===== src/rtl/sa_result_writer_pkg.sv =====
// Shared constants and FSM state encoding for the systolic-array result writer.
package sa_result_writer_pkg;

  localparam int unsigned       NUM_RES_DEF   = 9;
  localparam int unsigned       DATA_W_DEF    = 16;
  localparam int unsigned       ADDR_W_DEF    = 6;
  localparam logic [5:0]        BASE_ADDR_DEF = 6'd18;

  typedef enum logic [1:0] {
    IDLE  = 2'd0,
    WRITE = 2'd1,
    DONE  = 2'd2
  } state_e;

endpackage


===== src/rtl/sa_result_buffer.sv =====
// Capture register for the PE results plus index-selected read mux.
// Optional clamp of negative entries to zero under SA_RESULT_WRITER_RELU_EN.
module sa_result_buffer
  import sa_result_writer_pkg::*;
#(
  parameter int unsigned NUM_RES = NUM_RES_DEF,
  parameter int unsigned DATA_W  = DATA_W_DEF,
  parameter int unsigned IDX_W   = $clog2(NUM_RES)
) (
  input  logic              clk,
  input  logic              rst,
  input  logic              cap_i,
  input  logic [DATA_W-1:0] res_i [NUM_RES],
  input  logic [IDX_W-1:0]  rd_idx_i,
  output logic [DATA_W-1:0] rd_data_o
);

  logic [DATA_W-1:0] buf_q [NUM_RES];
  logic [DATA_W-1:0] sel;

  always_ff @(posedge clk or negedge rst) begin
    if (!rst) begin
      buf_q <= '{default: '0};
    end else if (cap_i) begin
      buf_q <= res_i;
    end
  end

  // On the capture edge the buffer is not yet loaded, so the first word bypasses it.
  always_comb begin
    sel = cap_i ? res_i[rd_idx_i] : buf_q[rd_idx_i];
`ifdef SA_RESULT_WRITER_RELU_EN
    rd_data_o = sel[DATA_W-1] ? '0 : sel;
`else
    rd_data_o = sel;
`endif
  end

endmodule


===== src/rtl/sa_result_writer.sv =====
// Drains nine captured PE results into memory, one word per cycle from BASE_ADDR.
// Build option: SA_RESULT_WRITER_RELU_EN clamps negative results to zero.
module sa_result_writer
  import sa_result_writer_pkg::*;
#(
  parameter int unsigned       NUM_RES   = NUM_RES_DEF,
  parameter int unsigned       DATA_W    = DATA_W_DEF,
  parameter int unsigned       ADDR_W    = ADDR_W_DEF,
  parameter logic [ADDR_W-1:0] BASE_ADDR = ADDR_W'(BASE_ADDR_DEF)
) (
  input  logic              clk,
  input  logic              rst,
  input  logic              en,
  input  logic [DATA_W-1:0] result_1,
  input  logic [DATA_W-1:0] result_2,
  input  logic [DATA_W-1:0] result_3,
  input  logic [DATA_W-1:0] result_4,
  input  logic [DATA_W-1:0] result_5,
  input  logic [DATA_W-1:0] result_6,
  input  logic [DATA_W-1:0] result_7,
  input  logic [DATA_W-1:0] result_8,
  input  logic [DATA_W-1:0] result_9,
  output logic              busy,
  output logic              wen,
  output logic [ADDR_W-1:0] addr,
  output logic [DATA_W-1:0] d,
  output logic              is_done_o
);

  localparam int unsigned       IDX_W    = $clog2(NUM_RES);
  localparam logic [IDX_W-1:0]  LAST_IDX = IDX_W'(NUM_RES - 1);

  state_e            state_q, state_d;
  logic [IDX_W-1:0]  idx_q, idx_d;
  logic              cap;
  logic [DATA_W-1:0] res [NUM_RES];
  logic [DATA_W-1:0] rd_data;

  logic              wen_q, wen_d;
  logic              busy_q, busy_d;
  logic              done_q, done_d;
  logic [ADDR_W-1:0] addr_q, addr_d;
  logic [DATA_W-1:0] d_q, d_d;

  assign res[0] = result_1;
  assign res[1] = result_2;
  assign res[2] = result_3;
  assign res[3] = result_4;
  assign res[4] = result_5;
  assign res[5] = result_6;
  assign res[6] = result_7;
  assign res[7] = result_8;
  assign res[8] = result_9;

  sa_result_buffer #(
    .NUM_RES (NUM_RES),
    .DATA_W  (DATA_W),
    .IDX_W   (IDX_W)
  ) u_buf (
    .clk       (clk),
    .rst       (rst),
    .cap_i     (cap),
    .res_i     (res),
    .rd_idx_i  (idx_d),
    .rd_data_o (rd_data)
  );

  always_ff @(posedge clk or negedge rst) begin
    if (!rst) begin
      state_q <= IDLE;
      idx_q   <= '0;
      wen_q   <= 1'b0;
      busy_q  <= 1'b0;
      done_q  <= 1'b0;
      addr_q  <= '0;
      d_q     <= '0;
    end else begin
      state_q <= state_d;
      idx_q   <= idx_d;
      wen_q   <= wen_d;
      busy_q  <= busy_d;
      done_q  <= done_d;
      addr_q  <= addr_d;
      d_q     <= d_d;
    end
  end

  always_comb begin
    state_d = state_q;
    idx_d   = idx_q;
    cap     = 1'b0;
    unique case (state_q)
      IDLE: begin
        if (en) begin
          state_d = WRITE;
          idx_d   = '0;
          cap     = 1'b1;
        end
      end
      WRITE: begin
        if (idx_q == LAST_IDX) begin
          state_d = DONE;
          idx_d   = '0;
        end else begin
          idx_d = idx_q + IDX_W'(1);
        end
      end
      DONE:    state_d = IDLE;
      default: state_d = IDLE;
    endcase
  end

  // Outputs are registered, so they are derived from the next state and index.
  always_comb begin
    wen_d  = 1'b0;
    addr_d = '0;
    d_d    = '0;
    busy_d = (state_d != IDLE);
    done_d = (state_d == DONE);
    if (state_d == WRITE) begin
      wen_d  = 1'b1;
      addr_d = BASE_ADDR + ADDR_W'(idx_d);
      d_d    = rd_data;
    end
  end

  assign busy      = busy_q;
  assign wen       = wen_q;
  assign addr      = addr_q;
  assign d         = d_q;
  assign is_done_o = done_q;

endmodule


===== config.mk =====
export PLATFORM = sky130hd
export DESIGN_NAME = sa_result_writer
export DESIGN_NICKNAME = d
export VERILOG_FILES = /design/src/rtl/sa_result_writer_pkg.sv /design/src/rtl/sa_result_buffer.sv /design/src/rtl/sa_result_writer.sv
export SDC_FILE = /design/constraint.sdc
export NUM_CORES = 1
export LEC_CHECK = 0
export BUFFER_PORTS_ARGS = -buffer_cell sky130_fd_sc_hd__clkbuf_2
export CAP_MARGIN = 20
export CORE_MARGIN = 2
export CORE_UTILIZATION = 45
export DETAILED_ROUTE_END_ITERATION = 8
export PLACE_DENSITY_LB_ADDON = 0.15
export SKIP_CTS_REPAIR_TIMING = 1
export SYNTH_ARGS = -nofsm -noshare
export SYNTH_HDL_FRONTEND = slang
export SYNTH_HIERARCHICAL = 1
export SYNTH_SLANG_ARGS = --single-unit

===== constraint.sdc =====
create_clock -name clk -period 2.95 [get_ports clk]
set_input_delay 0.1475 -clock clk [delete_from_list [all_inputs] [get_ports clk]]
set_output_delay 0.1475 -clock clk [all_outputs]
set_load 0.1 [all_outputs]

# Word-level counts from Yosys, hierarchy flattened
# Index checks and enable logic that the tools add are counted.
# word_totals
reg_bits,175
in_bits,147
output_inout_bits,25
word_cells,44
# classes
addsub,2
magnitude_cmp,1
eq_ne,4
n_mux,18
bitwise,1
n_reduce_logical,2
# op_table
operator,count
binary-select mux 16 bit (select 4 bit),2
two-way mux 16 bit,6
two-way mux 4 bit,2
case mux 4 bit (2 select lines),1
adder 5 x 4 -> 6 bit (first input constant),1
two-way mux 6 bit,1
greater-or-equal comparator 5 bit (second input constant),1
inverter 4 -> 5 bit,1
adder 4 x 1 -> 4 bit (second input constant),1
== test 2 x 1 -> 1 bit (second input constant),2
== test 4 bit (second input constant),1
two-way mux 2 bit,2
case mux 2 bit (2 select lines),1
two-way mux 1 bit,3
== test 2 bit (second input constant),1
zero test 2 bit,1
nonzero test 2 bit,1

# Logic depth before layout (Yosys ltp)
# Gate-level depths: netlist (run 1).
# depth
ltp_word,9
mapped_depth,13
depth_no_buf,10

# Modules after synthesis
# Netlist (run 1), hierarchy kept.
# by_module_without_submodules
mod,instances,cells_per_inst,area_per_inst_um2,seq_area_each_um2
sa_result_buffer,1,565,7611.0,3603.5
sa_result_writer,1,86,1138.6,775.7

# Worst setup path before layout (run 1)
# Ideal clock, no wire load.
# synth_timing
kind,register to register
startpoint,register idx_q[0]
endpoint,register d_q[10] (netlist: d[10])
setup_ns,0.066
arrival_time_ns,2.437
t_required_ns,2.884
path_slack_ns,0.447
stages_incl_launch_ff,13
path_buffers,2
period_less_slack_ns,2.503
path_cell_list,dfrtp_1 > inv_1 > ha_1 > nand3b_1 > nand3_1 > o21ai_0 > nor2b_1 > nor2b_1 > buf_2 > buf_2 > a221oi_2 > nand3_1 > and2_1
# synth_between
elab_chain_cells,9
elab_cells_between_ends,17
classes_between,add/sub (1); eq/ne (2); mux (13); bitwise (1)
# synth_lines
element,line,rtl
from (decl),sa_result_writer.sv:34,"logic [IDX_W-1:0] idx_q, idx_d;"
from (signal assigned),sa_result_writer.sv:79,idx_q <= idx_d;
adder 4 x 1 -> 4 bit or == test 4 bit (tied branches),"sa_result_writer.sv:105, sa_result_writer.sv:101",
two-way mux 4 bit *,sa_result_writer.sv:101,if (idx_q == LAST_IDX) begin
case mux 4 bit (2 select lines) *,sa_result_writer.sv:92,unique case (state_q)
via idx_d[2],sa_result_writer.sv:34,
inverter 4 -> 5 bit (implied by the code) *,sa_result_buffer.sv:31,sel = cap_i ? res_i[rd_idx_i] : buf_q[rd_idx_i];
binary-select mux 16 bit (select 4 bit),sa_result_buffer.sv:31,
two-way mux 16 bit (implied by the code) (2 in a row),sa_result_buffer.sv:31,
two-way mux 16 bit *,sa_result_buffer.sv:31,
via rd_data[10],sa_result_writer.sv:37,logic [DATA_W-1:0] rd_data;
two-way mux 16 bit *,sa_result_writer.sv:120,if (state_d == WRITE) begin
via d_d[10],sa_result_writer.sv:43,"logic [DATA_W-1:0] d_q, d_d;"
to (signal assigned),sa_result_writer.sv:76,d_q <= '0;
to (signal assigned),sa_result_writer.sv:84,d_q <= d_d;
to (decl),sa_result_writer.sv:43,
# The timed path passes the listed nets; every way through them passes the cells marked *. The select of a mux whose other input is x is not followed.
# A chain may end at the register's enable or synchronous reset.

# Final worst setup path (run 1)
# layout_timing
startpoint,register idx_q[0]
endpoint,register d_q[5] (netlist: d[5])
# layout_between
elab_chain_cells,9
elab_cells_between_ends,17
classes_between,add/sub (1); eq/ne (2); mux (13); bitwise (1)
# layout_lines
element,line
adder 4 x 1 -> 4 bit or == test 4 bit (tied branches),"sa_result_writer.sv:105, sa_result_writer.sv:101"
two-way mux 4 bit,sa_result_writer.sv:101
case mux 4 bit (2 select lines) *,sa_result_writer.sv:92
via idx_d[0],sa_result_writer.sv:34
inverter 4 -> 5 bit (implied by the code) *,sa_result_buffer.sv:31
binary-select mux 16 bit (select 4 bit),sa_result_buffer.sv:31
two-way mux 16 bit (implied by the code) (2 in a row),sa_result_buffer.sv:31
two-way mux 16 bit *,sa_result_buffer.sv:31
via rd_data[5],sa_result_writer.sv:37
two-way mux 16 bit *,sa_result_writer.sv:120
via d_d[5],sa_result_writer.sv:43
# Marked as above.

==> qor.yml, run 1 <==
layout:
  fin_nets: 1094
  antenna-diode-count: 0
  drive_gt1_share_pct: 32.9
  area_growth_pct: 35.5
  final_area_um2: 11900
  fin_util_pct: 61.5
power_and_ir_drop:
  swShare_pct: 42.2
  p_clk_share_pct: 16.1
  internal-power_mw: 8.43
  p_leak_nw: 5.40
  ir_worst_vdd_uv: 769
  p_per_area_nw_per_um2: 1230
  design_power_total_mw: 14.6
  combPwrFrac_pct: 55.0
  p_switching_mw: 6.15
  sequentialPowerShare_pct: 28.8
synthesis:
  syn_area_um2: 8750
  yosysTopAreaCell: "dfrtp_1"
  synth_most_common_cell: "dfrtp_1"
  synth_top_area_share_pct: 50.1
  synth_commonest_cells: "175 x dfrtp_1, 110 x mux2_1, 80 x mux2i_1"
  yosysWarnings: 6
  syn_avg_cell_area_um2: 13.4
  ys_top_cells_by_area: "dfrtp_1 50%, mux2_1 14%, mux2i_1 9.2%, mux2_2 6.3%, mux4_2 4.4%"
  ys_seq_elements: 175
  synthFlopType: "dfrtp_1"
  synth_cell_type_count: 41
  synthCells: 651
  ys_seq_area_share_pct: 50.1
  synth_async_sr_flop_share_pct: 100
  synth_edf_count: 0
  syn-num-nets: 801
global_route:
  grt_pass1_wl_mm: 36.9
  antenna_found_initial: 0
  gr-total-overflow: 0
  grt_max_degree: 79
  grt_usage_pct: 24.2
  grt_pass1_vias: 6540
floorplanning:
  coreArea_um2: 19300
  ios: 172
  dieHeight_um: 143
  num_rows: 51
  start_util_pct: 45.4
  fp.dieArea_um2: 20600
  dieWidth_um: 143
route:
  ant_nets: 0
  routed_wl_mm: 25.3
  first_iter_violations: 320
  drc: 0
  avgViaCountPerCell: 5.41
  vias: 6613
  wire_per_inst_um: 20.7
  drtPass1Iterations: 5
clocking:
  clkTransAtPathRegs_ns: 0.06
  cts_tree: "yes"
  cts_made_buffers: 17
  cts_sinks: 175
  cts_root_buf: "clkbuf_16"
  clock_latency_ns: 0.43
  cts_buffer_depth: 2
  h-tree-depth: 4
sta:
  period_share_pct: 94.7
  setup_ws_ns: 0.157
  tightest_slew_ns: 0.755
  fmax_mhz: 358
  timing.hold.ws_ns: -0.00770
  fin_crit_ns: 2.79
  report.final.slew_viol_count: 0
  finClkSkew_ns: 0.00570
  maxSlewHeadroom_pct: 49.7
  hold_violations: 3
  setup_viol: 0
critical_path:
  cp.arrival_ns: 3.11
  cp_cell_sequence: "inv_1 -> ha_1 -> nand3b_1 -> and3_1 -> a21o_4 -> buf_12 -> mux4_2 -> a221oi_4 -> nand3_1 -> and2_1"
  r2r_slack_ns: 0.16
  criticalPathCategory: "flip-flop to flip-flop"
  path_delay_family: "simple AND/OR/NAND/NOR gates"
  worst-path-max-fanout: 16
  reg2regPathDepth: 10
  slowest_delay_ns: 0.55
  critPathBufInv: 2
  endpoint_kind: "flip-flop"
  critPathLaunch: "idx_q[0]"
  rr_endpoint: "d[5]"
  worst-path-stages: 10
  timing.critical_path.required_ns: 3.27
  cp-start-kind: "flip-flop"
  crit_path_top_delay_cell: "mux4_2"
  crit_end: "d[5]"
  r2r_start: "idx_q[0]"
outcome:
  violations: "hold timing"
  status: "finished with violations"
flow_run:
  maxCapViolCount: 0
min_path:
  hold_path_class: "primary input to flip-flop"
placement:
  gp_routability_congestion: 0.916
  post-place-ws_ns: -0.0433
  place_hpwl_mm: 18.0
  placed_cell_area_um2: 9960
  port_buffers: 171
## flip-flops by register name (all words and copies together), names as in the netlist
| signal | count |
|---|---|
| idx_q | 4 |
| state_q | 2 |
| d | 16 |
| addr | 6 |
| is_done_o | 1 |
| busy | 1 |
| u_buf/buf_q | 144 |
| wen | 1 |
## routing by layer
| metal | wire length [um] | track usage [%] |
|---|---|---|
| met1 | 10400 | 30.6 |
| met2 | 12500 | 39.6 |
| met3 | 1520 | 6.36 |
| met4 | 810 | 10.0 |
| met5 | 0 | 0 |
## kinds of logic after synthesis
family	Yosys count	synth area share, %
buf+inv	53	3.32
flops	175	50.1
fa+ha+maj	3	0.429
simple gates	106	6.38
mux	256	34.0
compound gates	58	5.83
## power by group through the flow
stage,combinational (mW),clock (mW),sequential (mW)
final,8.02,2.35,4.21
after global routing,8.53,2.49,4.32
after CTS,7.81,2.40,4.19
after detailed placement,7.79,0,4.23
after global placement,7.67,0,4.16
after floorplan,4.85,0,5.04
## layout make-up
| class | count | area (um2) |
|---|---|---|
| clock buffers | 22 | 484 |
| clock inverters | 10 | 134 |
| fillers | 1579 | 7410 |
| inverters | 6 | 22.5 |
| multi-input cells | 423 | 4130 |
| flip-flops and latches | 175 | 4380 |
| well taps | 265 | 332 |
| repair buffers | 321 | 2380 |
## through the flow
step	hold slack (ns)	cells	TNS [ns]
5_1_grt	0.00147	1222	-0.00449
3_5_place_dp	0.260	1065	-0.0451
6_report	-0.00770	1222	0
4_1_cts	-0.204	1097	-0.0511
2_1_floorplan	-0.148	651	0
3_3_place_gp	0.249	1065	0
## worst min-delay path by stage
stage	start	endpoint	slack (ns)	cells past startpoint
after floorplan	rst	addr[0]	-0.15	0
after global placement	rst	u_buf/buf_q[100]	0.25	1
after detailed placement	rst	u_buf/buf_q[99]	0.26	1
after CTS	rst	u_buf/buf_q[99]	-0.20	1
after global routing	result_1[6]	u_buf/buf_q[134]	0.001	2
final	result_5[6]	u_buf/buf_q[70]	-0.008	2
## cells in the final DEF (no fill, tap or decap), types with 2 or more instances in the layout
master	synthesis	final
mux2_2	49	49
dfrtp_1	175	175
nand2_1	18	18
and2_1	19	19
a221oi_1	7	5
ha_1	3	3
buf_4	10	19
clkinv_2	0	4
a31oi_1	2	2
dlygate4sd3_1	0	125
clkbuf_16	0	17
clkbuf_2	1	170
a22oi_1	32	32
bufinv_16	0	3
a221oi_2	8	9
nand3_1	34	34
clkbuf_8	0	4
mux2i_1	80	80
clkinvlp_4	0	2
inv_1	5	5
nor2_1	19	19
mux4_2	17	17
nor2b_1	5	4
buf_12	0	6
mux2_1	110	110
Note: power is estimated with default switching activity, not from simulation.
==> run 2: changes to the inputs <==
--- a/config.mk
+++ b/config.mk
@@ -7,8 +7,8 @@
 export LEC_CHECK = 0
 export BUFFER_PORTS_ARGS = -buffer_cell sky130_fd_sc_hd__clkbuf_2
 export CAP_MARGIN = 20
-export CORE_MARGIN = 2
 export CORE_UTILIZATION = 45
+export CTS_CLUSTER_SIZE = 14
 export DETAILED_ROUTE_END_ITERATION = 8
 export PLACE_DENSITY_LB_ADDON = 0.15
 export SKIP_CTS_REPAIR_TIMING = 1
==> run 2 against run 1 <==
  * The run still ends with hold timing left
  * Cell count is 1.5% higher
  * Sequential share of layout area fell by 0.61 points
  * Combinational power up 2%
  * Setup slack got worse by 0.027 ns
  * Die area decreased by 2.8%
  * Non-clock buffer count rose by 23
  * First-iteration DRC count rose by 13%
  * Clock skew grew 0.0024 ns
  * Flip-flop and latch count stayed put
  * Via count rose by 0.98%
==> qor.yml, run 2 (synthesis gave the netlist of run 1 again) <==
route:
  avgViaCountPerCell: 5.39  # -0.48%
  wire_per_inst_um: 20.6  # -0.40%
  routed_wl_mm: 25.6  # +1.1%
  ant_nets: 0  # unchanged
  drc: 0  # unchanged
  drtPass1Iterations: 5  # unchanged
  vias: 6678  # +0.98%
  first_iter_violations: 360  # +13%
critical_path:
  cp_cell_sequence: "o21bai_2 -> inv_1 -> o21ai_4 -> buf_12 -> buf_12 -> mux4_2 -> a221oi_1 -> nand3_1 -> and2_1"
  r2r_start: "state_q[0]"
  crit_path_top_delay_cell: "dfrtp_1"
  rr_endpoint: "d[1]"
  reg2regPathDepth: 9  # -1
  endpoint_kind: "flip-flop"
  path_delay_family: "compound AO/OA/AOI/OAI gates"
  timing.critical_path.required_ns: 3.27  # about the same
  worst-path-max-fanout: 30  # +14
  slowest_delay_ns: 0.48  # -0.07 ns
  cp.arrival_ns: 3.15  # +0.04 ns
  r2r_slack_ns: 0.13  # -0.03 ns
  crit_path_frequent_cell: "buf_12"
  cp-start-kind: "flip-flop"
  criticalPathCategory: "flip-flop to flip-flop"
  critPathBufInv: 3  # +1
floorplanning:
  ios: 172  # unchanged
  num_rows: 50  # -2.0%
  dieWidth_um: 141  # -1.4%
  dieHeight_um: 141  # -1.4%
  start_util_pct: 46.3  # +0.91 points
  fp.dieArea_um2: 20000  # -2.8%
  coreArea_um2: 18900  # -2.0%
global_route:
  antenna_found_initial: 1  # +1
  grt_pass1_wl_mm: 37.1  # +0.56%
  grt_usage_pct: 25.3  # +1.1 points
  gr-total-overflow: 0  # unchanged
  grt_max_degree: 85  # +7.6%
  grt_pass1_vias: 6561  # +0.32%
power_and_ir_drop:
  p_switching_mw: 6.16  # +0.19%
  internal-power_mw: 8.66  # +2.7%
  ir_worst_vdd_uv: 698  # -9.2%
  swShare_pct: 41.6  # -0.61 points
  p_per_area_nw_per_um2: 1230  # about the same
  combPwrFrac_pct: 55.2  # +0.2 points
  design_power_total_mw: 14.8  # +1.7%
  p_leak_nw: 5.53  # +2.3%
  p_clk_share_pct: 16.4  # +0.3 points
  sequentialPowerShare_pct: 28.4  # -0.4 points
clocking:
  h-tree-depth: 4  # unchanged
  clkTransAtPathRegs_ns: 0.07  # about the same
  cts_sinks: 175  # unchanged
  cts_buffer_depth: 2  # unchanged
  clock_latency_ns: 0.43  # about the same
  cts_tree: "yes"
  cts_root_buf: "clkbuf_16"
  cts_made_buffers: 17  # unchanged
placement:
  post-place-ws_ns: 0.0835  # +0.127 ns
  gp_routability_congestion: 0.834  # -9.0%
  port_buffers: 171  # unchanged
  placed_cell_area_um2: 10000  # +0.92%
  place_hpwl_mm: 18.6  # +3.1%
sta:
  period_share_pct: 95.6  # +0.92 points
  maxSlewHeadroom_pct: 45.2  # -4.5 points
  finClkSkew_ns: 0.00814  # +0.00245 ns
  hold_violations: 3  # unchanged
  setup_ws_ns: 0.130  # -0.0271 ns
  tightest_slew_ns: 0.823  # +0.0681 ns
  rsz0062_at_grt: "yes"
  fmax_mhz: 355  # -0.96%
  timing.hold.ws_ns: -0.00631  # +0.00139 ns
  report.final.slew_viol_count: 0  # unchanged
  fin_crit_ns: 2.82  # +0.0271 ns
  setup_viol: 0  # unchanged
layout:
  num-fill-cells: 1478  # -6.4%
  drive_gt1_share_pct: 33.4  # +0.49 points
  final_area_um2: 12100  # +1.7%
  multi_input_area_um2: 4110  # -0.45%
  final_cell_mix: "175 x dfrtp_1, 170 x clkbuf_2, 135 x dlygate4sd3_1"
  area_growth_pct: 37.8
  final_common_cell: "dfrtp_1"
  top_register: "u_buf/buf_q"
  register_area_um2: 4380  # unchanged
  largest_reg_flops: 144  # unchanged
  fin_nets: 1117  # +2.1%
outcome:
  violations: "hold timing"
  status: "finished with violations"
flow_run:
  maxCapViolCount: 0  # unchanged
min_path:
  hp-start: "result_7[9]"
  hold_path_class: "primary input to flip-flop"
  min_path_cells: 2  # unchanged
  worstHoldEndpoint: "u_buf/buf_q[41]"
## run 2: cell count changes in the layout (fill, tap and decap cells not counted), sizes merged
| cell | delta |
|---|---|
| clkinvlp | -2 |
| dlygate4sd3 | +10 |
| clkbuf | -1 |
| diode | +1 |
| bufinv | +1 |
| buf | +13 |
| inv | +1 |
## run 2: through the flow
step                      TNS (ns)  std cells  util [%]
final                            0       1240      63.8
after global routing       -0.0537       1240      63.8
after floorplan                  0        651         -
after detailed placement         0       1073      53.2
after CTS                        0       1104      56.6
after global placement           0       1073      53.2
## run 2: cell type report
type	instances	share of cell area [%]
antenna	1	0.0208
timing repair buffer	344	21.4
clock inverter	10	1.31
tap	260	2.70
sequential	175	36.3
multi-input combinational	423	34.1
clock buffer	21	3.99
inverter	6	0.187
## run 2: how the worst max path moves through the flow
stage	to	start	cells past startpoint
after floorplan	d[10]	idx_q[0]	12
after detailed placement	d[0]	state_q[0]	9
after global routing	d[6]	idx_q[1]	14
final	d[1]	state_q[0]	9
after global placement	d[4]	idx_q[0]	10
after CTS	d[0]	state_q[0]	9
## run 2: power by group through the flow
stage	Clock, mW	Sequential (mW)	Combinational, mW
global route	2.56	4.32	8.68
floorplan	0	5.04	4.85
finish	2.44	4.20	8.19
detailed placement	0	4.23	7.98
global placement	0	4.15	7.89
CTS	2.48	4.19	8.01
## run 2: routing by layer
metal  wire [um]  track usage [%]  vias up
li1            -                -     3041
met1       10800             32.2     3350
met2       12500             41.8      230
met3        1270             5.43       57
met4         989             10.9        0
met5           0                0        -
## run 2: worst reg2reg max path, cell delays in order, from the launching register on
cell	delay [ns]
dfrtp_1	0.48
o21bai_2	0.31
inv_1	0.16
o21ai_4	0.23
buf_12	0.23
buf_12	0.27
mux4_2	0.37
a221oi_1	0.41
nand3_1	0.11
and2_1	0.14
